[src/rtl/lsu_byte_sequencer.sv]
// Splits MEM-stage load/store requests into paired byte accesses on a dual-port byte RAM and reassembles load data.
// Latency from accept cycle N: load b/h rsp at N+3, load word N+4, store b/h N+2, store word N+3.
// Backpressure: req_ready only in IDLE and RESP, so at most one request in flight; a new accept in RESP costs no bubble.
module lsu_byte_sequencer #(
  parameter int ADDR_W = 15
) (
  input  logic              clk,
  input  logic              rst_n,
  input  logic              req_valid,
  output logic              req_ready,
  input  logic              req_we,
  input  logic [1:0]        req_size,
  input  logic              req_unsigned,
  input  logic [ADDR_W-1:0] req_addr,
  input  logic [31:0]       req_wdata,
  output logic              rsp_valid,
  output logic [31:0]       rsp_rdata,
  output logic [ADDR_W-1:0] ram_addr_a,
  output logic [ADDR_W-1:0] ram_addr_b,
  output logic [7:0]        ram_wdata_a,
  output logic [7:0]        ram_wdata_b,
  output logic              ram_we_a,
  output logic              ram_we_b,
  input  logic [7:0]        ram_rdata_a,
  input  logic [7:0]        ram_rdata_b
);

  typedef enum logic [2:0] {
    S_IDLE   = 3'd0,
    S_ISSUE0 = 3'd1,
    S_ISSUE1 = 3'd2,
    S_WAIT   = 3'd3,
    S_RESP   = 3'd4
  } state_t;

  state_t            state_q, state_d;
  logic              we_q, we_d;
  logic [1:0]        size_q, size_d;
  logic              uns_q, uns_d;
  logic [ADDR_W-1:0] addr_q, addr_d;
  logic [15:0]       wdata_hi_q, wdata_hi_d;   // bytes 2/3; bytes 0/1 go straight to the port registers at accept
  logic [7:0]        rd_b0_q, rd_b0_d;
  logic [7:0]        rd_b1_q, rd_b1_d;
  logic [31:0]       rsp_rdata_q, rsp_rdata_d;
  logic              rsp_valid_q, rsp_valid_d;
  logic [ADDR_W-1:0] ram_addr_a_q, ram_addr_a_d;
  logic [ADDR_W-1:0] ram_addr_b_q, ram_addr_b_d;
  logic [7:0]        ram_wdata_a_q, ram_wdata_a_d;
  logic [7:0]        ram_wdata_b_q, ram_wdata_b_d;
  logic              ram_we_a_q, ram_we_a_d;
  logic              ram_we_b_q, ram_we_b_d;
  logic              accept;

  // Ready is decoded from state but forced low while reset is held.
  assign req_ready = rst_n && ((state_q == S_IDLE) || (state_q == S_RESP));
  assign accept    = req_valid && req_ready;

  assign rsp_valid   = rsp_valid_q;
  assign rsp_rdata   = rsp_rdata_q;
  assign ram_addr_a  = ram_addr_a_q;
  assign ram_addr_b  = ram_addr_b_q;
  assign ram_wdata_a = ram_wdata_a_q;
  assign ram_wdata_b = ram_wdata_b_q;
  assign ram_we_a    = ram_we_a_q;
  assign ram_we_b    = ram_we_b_q;

  // Next-state and next-output logic; RAM port values are loaded one edge ahead of the ISSUE state that drives them.
  always_comb begin
    state_d       = state_q;
    we_d          = we_q;
    size_d        = size_q;
    uns_d         = uns_q;
    addr_d        = addr_q;
    wdata_hi_d    = wdata_hi_q;
    rd_b0_d       = rd_b0_q;
    rd_b1_d       = rd_b1_q;
    rsp_rdata_d   = rsp_rdata_q;
    rsp_valid_d   = 1'b0;
    ram_addr_a_d  = ram_addr_a_q;
    ram_addr_b_d  = ram_addr_b_q;
    ram_wdata_a_d = ram_wdata_a_q;
    ram_wdata_b_d = ram_wdata_b_q;
    ram_we_a_d    = 1'b0;
    ram_we_b_d    = 1'b0;

    case (state_q)
      S_IDLE, S_RESP: begin
        if (accept) begin
          state_d       = S_ISSUE0;
          we_d          = req_we;
          size_d        = req_size;
          uns_d         = req_unsigned;
          addr_d        = req_addr;
          wdata_hi_d    = req_wdata[31:16];
          ram_addr_a_d  = req_addr;
          ram_addr_b_d  = req_addr + ADDR_W'(1);
          ram_wdata_a_d = req_wdata[7:0];
          ram_wdata_b_d = req_wdata[15:8];
          ram_we_a_d    = req_we;
          ram_we_b_d    = req_we && (req_size != 2'b00);
        end else begin
          state_d = S_IDLE;
        end
      end

      S_ISSUE0: begin
        // size 10 and reserved 11 are both treated as word
        if (size_q[1]) begin
          state_d       = S_ISSUE1;
          ram_addr_a_d  = addr_q + ADDR_W'(2);
          ram_addr_b_d  = addr_q + ADDR_W'(3);
          ram_wdata_a_d = wdata_hi_q[7:0];
          ram_wdata_b_d = wdata_hi_q[15:8];
          ram_we_a_d    = we_q;
          ram_we_b_d    = we_q;
        end else if (we_q) begin
          state_d     = S_RESP;
          rsp_valid_d = 1'b1;
        end else begin
          state_d = S_WAIT;
        end
      end

      S_ISSUE1: begin
        if (we_q) begin
          state_d     = S_RESP;
          rsp_valid_d = 1'b1;
        end else begin
          rd_b0_d = ram_rdata_a;
          rd_b1_d = ram_rdata_b;
          state_d = S_WAIT;
        end
      end

      S_WAIT: begin
        // RAM now returns the pair issued last: bytes 0/1 for byte/half, bytes 2/3 for word
        state_d     = S_RESP;
        rsp_valid_d = 1'b1;
        case (size_q)
          2'b00:   rsp_rdata_d = {{24{~uns_q & ram_rdata_a[7]}}, ram_rdata_a};
          2'b01:   rsp_rdata_d = {{16{~uns_q & ram_rdata_b[7]}}, ram_rdata_b, ram_rdata_a};
          default: rsp_rdata_d = {ram_rdata_b, ram_rdata_a, rd_b1_q, rd_b0_q};
        endcase
      end

      default: state_d = S_IDLE;
    endcase
  end

  // State and output registers; reset drops write enables and the response pulse immediately.
  always_ff @(posedge clk or negedge rst_n) begin
    if (!rst_n) begin
      state_q       <= S_IDLE;
      we_q          <= 1'b0;
      size_q        <= 2'b00;
      uns_q         <= 1'b0;
      addr_q        <= '0;
      wdata_hi_q    <= 16'h0;
      rd_b0_q       <= 8'h0;
      rd_b1_q       <= 8'h0;
      rsp_rdata_q   <= 32'h0;
      rsp_valid_q   <= 1'b0;
      ram_addr_a_q  <= '0;
      ram_addr_b_q  <= '0;
      ram_wdata_a_q <= 8'h0;
      ram_wdata_b_q <= 8'h0;
      ram_we_a_q    <= 1'b0;
      ram_we_b_q    <= 1'b0;
    end else begin
      state_q       <= state_d;
      we_q          <= we_d;
      size_q        <= size_d;
      uns_q         <= uns_d;
      addr_q        <= addr_d;
      wdata_hi_q    <= wdata_hi_d;
      rd_b0_q       <= rd_b0_d;
      rd_b1_q       <= rd_b1_d;
      rsp_rdata_q   <= rsp_rdata_d;
      rsp_valid_q   <= rsp_valid_d;
      ram_addr_a_q  <= ram_addr_a_d;
      ram_addr_b_q  <= ram_addr_b_d;
      ram_wdata_a_q <= ram_wdata_a_d;
      ram_wdata_b_q <= ram_wdata_b_d;
      ram_we_a_q    <= ram_we_a_d;
      ram_we_b_q    <= ram_we_b_d;
    end
  end

endmodule

[config.mk]
export PLATFORM = sky130hd
export DESIGN_NAME = lsu_byte_sequencer
export DESIGN_NICKNAME = d
export VERILOG_FILES = /design/src/rtl/lsu_byte_sequencer.sv
export SDC_FILE = /design/constraint.sdc
export NUM_CORES = 1
export LEC_CHECK = 0
export CORE_MARGIN = 2
export CORE_UTILIZATION = 50
export DETAILED_ROUTE_END_ITERATION = 12
export PLACE_DENSITY = 0.77
export SKIP_CTS_REPAIR_TIMING = 1
export SLEW_MARGIN = 20
export SYNTH_ARGS = -nofsm -noshare
export SYNTH_HDL_FRONTEND = slang
export SYNTH_SLANG_ARGS = --single-unit
[constraint.sdc]
create_clock -name clk -period 2.3 [get_ports clk]
set_clock_uncertainty 0.1 [all_clocks]
set_input_delay 0.46 -clock clk [delete_from_list [all_inputs] [get_ports clk]]
set_output_delay 0.46 -clock clk [all_outputs]
set_load 0.02 [all_outputs]
==> results.json <==
{
  "crit_path_top_delay_cell": "dfrtp_1",
  "die_area_sq_um": 13540,
  "min_period_over_period": 0.8942,
  "fin_crit_ns": 2.057,
  "cts_buffers": 17,
  "h-tree-depth": 4,
  "async_flop_share": 1.000,
  "fmax_mhz": 486.2,
  "netlist-cell-type-count": 45,
  "path_class": "reg -> out",
  "vdd_drop_max_mv": 0.6169,
  "end_kind": "primary output",
  "die_h_um": 116.4,
  "grt_pass1_vias": 5595,
  "cts_tree": "yes",
  "fin_hold_ws_ns": 0.3814,
  "drv_cap": 0,
  "routed_via_density": 5.366,
  "worstSkewPairLatency_ns": 0.41,
  "crit_arrival_ns": 1.50,
  "std_cell_rows": 41,
  "ys_ff_latch": 135,
  "wirelength_um": 17130,
  "final_cell_mix": "nand2_1, clkdlybuf4s50_1, dfrtp_1",
  "p_per_area_nw_per_um2": 1425,
  "worst-path-buf-inv": 1,
  "initial_core_util": 0.5065,
  "fp.dieW_um": 116.4,
  "power_leakage_nw": 3.870,
  "gp_congestion": 0.8813,
  "cts_buffer_depth": 2,
  "area_delta_synth_final_pct": 37.18,
  "grt_antenna_before_repair": 0,
  "final_common_cell": "nand2_1",
  "rsz0062_at_grt": "no",
  "worstMarginPinSlew_ns": 0.8977,
  "critical_path.max_fanout": 9,
  "nNetsFinal": 923,
  "synth_seq_area_share": 0.5351,
  "num_io_pins": 152,
  "clock_sinks": 135,
  "cts_root_buf": "clkbuf_16",
  "slew_violations": 0,
  "synth_nets": 761,
  "antennaDiodeCount": 0,
  "via_count": 5538,
  "grt_pass1_wl_um": 27610,
  "worst_path_dominant_cell_family": "flip-flops",
  "synth_edf_count": 0,
  "n_fill_cell": 977,
  "avgSynthCellArea_sq_um": 9.190,
  "hp-class": "reg -> reg",
  "yosys_warnings": 0,
  "gr-usage-all-layers": 0.2650,
  "grt-ovfl-total": 0,
  "grt_start_max_net_pins": 70,
  "cp_data_required_time_ns": 1.74,
  "drive_gt1_frac": 0.08488,
  "finalSetupViolCount": 0,
  "p_total_mw": 12.34,
  "clk_pin_slew_worst_paths_ns": 0.05,
  "netlist_instances": 687,
  "hpwl_um": 12210,
  "relSlewSlack": 0.4015,
  "wl_per_cell_um": 16.60,
  "synthFlopType": "dfrtp_1",
  "worstSetupStartpointType": "flip-flop",
  "drc": 0,
  "design_area_sq_um": 8661,
  "drt_iter0_markers": 524,
  "core_area_sq_um": 12470,
  "crit_chain": "nor2_2 -> and2_1 -> dlymetal6s2s_1",
  "placed_area_sq_um": 8127,
  "cpPeakStageDelay_ns": 0.47,
  "syn_area_sq_um": 6314,
  "first_pass_iters": 5,
  "timing.final.hold_violations": 0,
  "portBuffers": 151,
  "outcome": "finished clean",
  "ant_nets": 0
}
[sequential cells by signal, summed over array words and instances, names as in the netlist]
signal,flops
rsp_rdata,32
rd_b1_q,8
ram_addr_b,15
ram_wdata_a,8
wdata_hi_q,16
rd_b0_q,8
state_q,3
we_q,1
ram_we_b,1
size_q,2
uns_q,1
ram_we_a,1
rsp_valid,1
addr_q,15
ram_addr_a,15
ram_wdata_b,8
[worst min-delay path: cells and delay by family, from the launching register on]
| kind | cells | cell delay, ns |
|---|---|---|
| simple gates | 2 | 0.11 |
| flops | 1 | 0.34 |
[synth_stat cells (all sizes together), types with 2 or more instances]
library cell,instances,area [sq um]
inv,5,18.76
nor3b,2,15.01
xor2,18,157.7
a22oi,9,67.56
dfrtp,135,3378
and3,5,31.28
o221ai,3,32.53
o21ai,39,195.2
and4,4,35.03
o211ai,4,30.03
xnor2,20,175.2
a31oi,17,106.4
nor3,6,35.03
mux2,17,191.4
clkbuf,25,93.84
nand4,6,52.55
nand2,191,719.4
nand3,14,70.07
a21oi,42,214.0
nand2b,2,12.51
mux2i,14,140.1
ha,4,50.05
nor2,73,274.0
buf,21,116.4
[path summary, 6_finish.rpt]
path	slack, ns	cells past startpoint	start	to
min reg2reg	0.38	2	wdata_hi_q[4]$_DFFE_PN0P_	wdata_hi_q[4]$_DFFE_PN0P_
max reg2reg	0.31	7	state_q[1]$_DFF_PN0_	ram_addr_a[8]$_DFFE_PN0P_
max	0.24	3	state_q[0]$_DFF_PN0_	req_ready
min	0.38	2	wdata_hi_q[4]$_DFFE_PN0P_	wdata_hi_q[4]$_DFFE_PN0P_
min in group asynchronous	0.52	3	rst_n	size_q[1]$_DFFE_PN0P_
max in group asynchronous	0.30	4	rst_n	rsp_rdata[10]$_DFFE_PN0P_
[layout make-up]
type	instances	area, sq um	area share
Timing Repair Buffer	189	1815	0.2096
Tap cell	172	215.2	0.02485
Clock inverter	4	20.02	0.002311
Sequential cell	135	3378	0.3901
Inverter	5	18.77	0.002167
Clock buffer	26	499.2	0.05764
Multi-Input combinational cell	501	2714	0.3133
[metrics by stage]
stage                     setup TNS [ns]  utilization  setup WS, ns  cells
after floorplan                        0            -        0.5011    687
after global placement                 0       0.6519        0.1192   1001
after detailed placement               0       0.6519       0.03564   1001
after CTS                        -0.1843       0.6936       -0.1843   1031
after global routing                   0       0.6948       0.01935   1032
final                                  0       0.6948        0.2434   1032
[where the power goes]
group | internal [mW] | switching (mW)
Sequential | 3.53 | 0.877
Clock | 1.47 | 0.930
Combinational | 2.54 | 2.99
Total | 7.54 | 4.80
[logic make-up after synthesis]
kind of cell,Yosys count,synth area share
AO/OA/AOI/OAI,116,0.1046
AND/OR/NAND/NOR,312,0.2109
XOR/XNOR,38,0.05272
flip-flops,135,0.5351
adder cells (fa/ha/maj),4,0.007927
multiplexers,31,0.05252
buffers and inverters,51,0.03626
[routing by layer]
layer | share of wire | vias up | global-route usage | wire length [um]
met5 | 0 | - | 0 | 0
li1 | - | 2613 | - | -
met1 | 0.43 | 2737 | 0.3401 | 7313
met4 | 0.015 | 0 | 0.09841 | 253
met2 | 0.50 | 167 | 0.4484 | 8625
met3 | 0.055 | 21 | 0.05138 | 942
(Power assumes the default switching activity.)
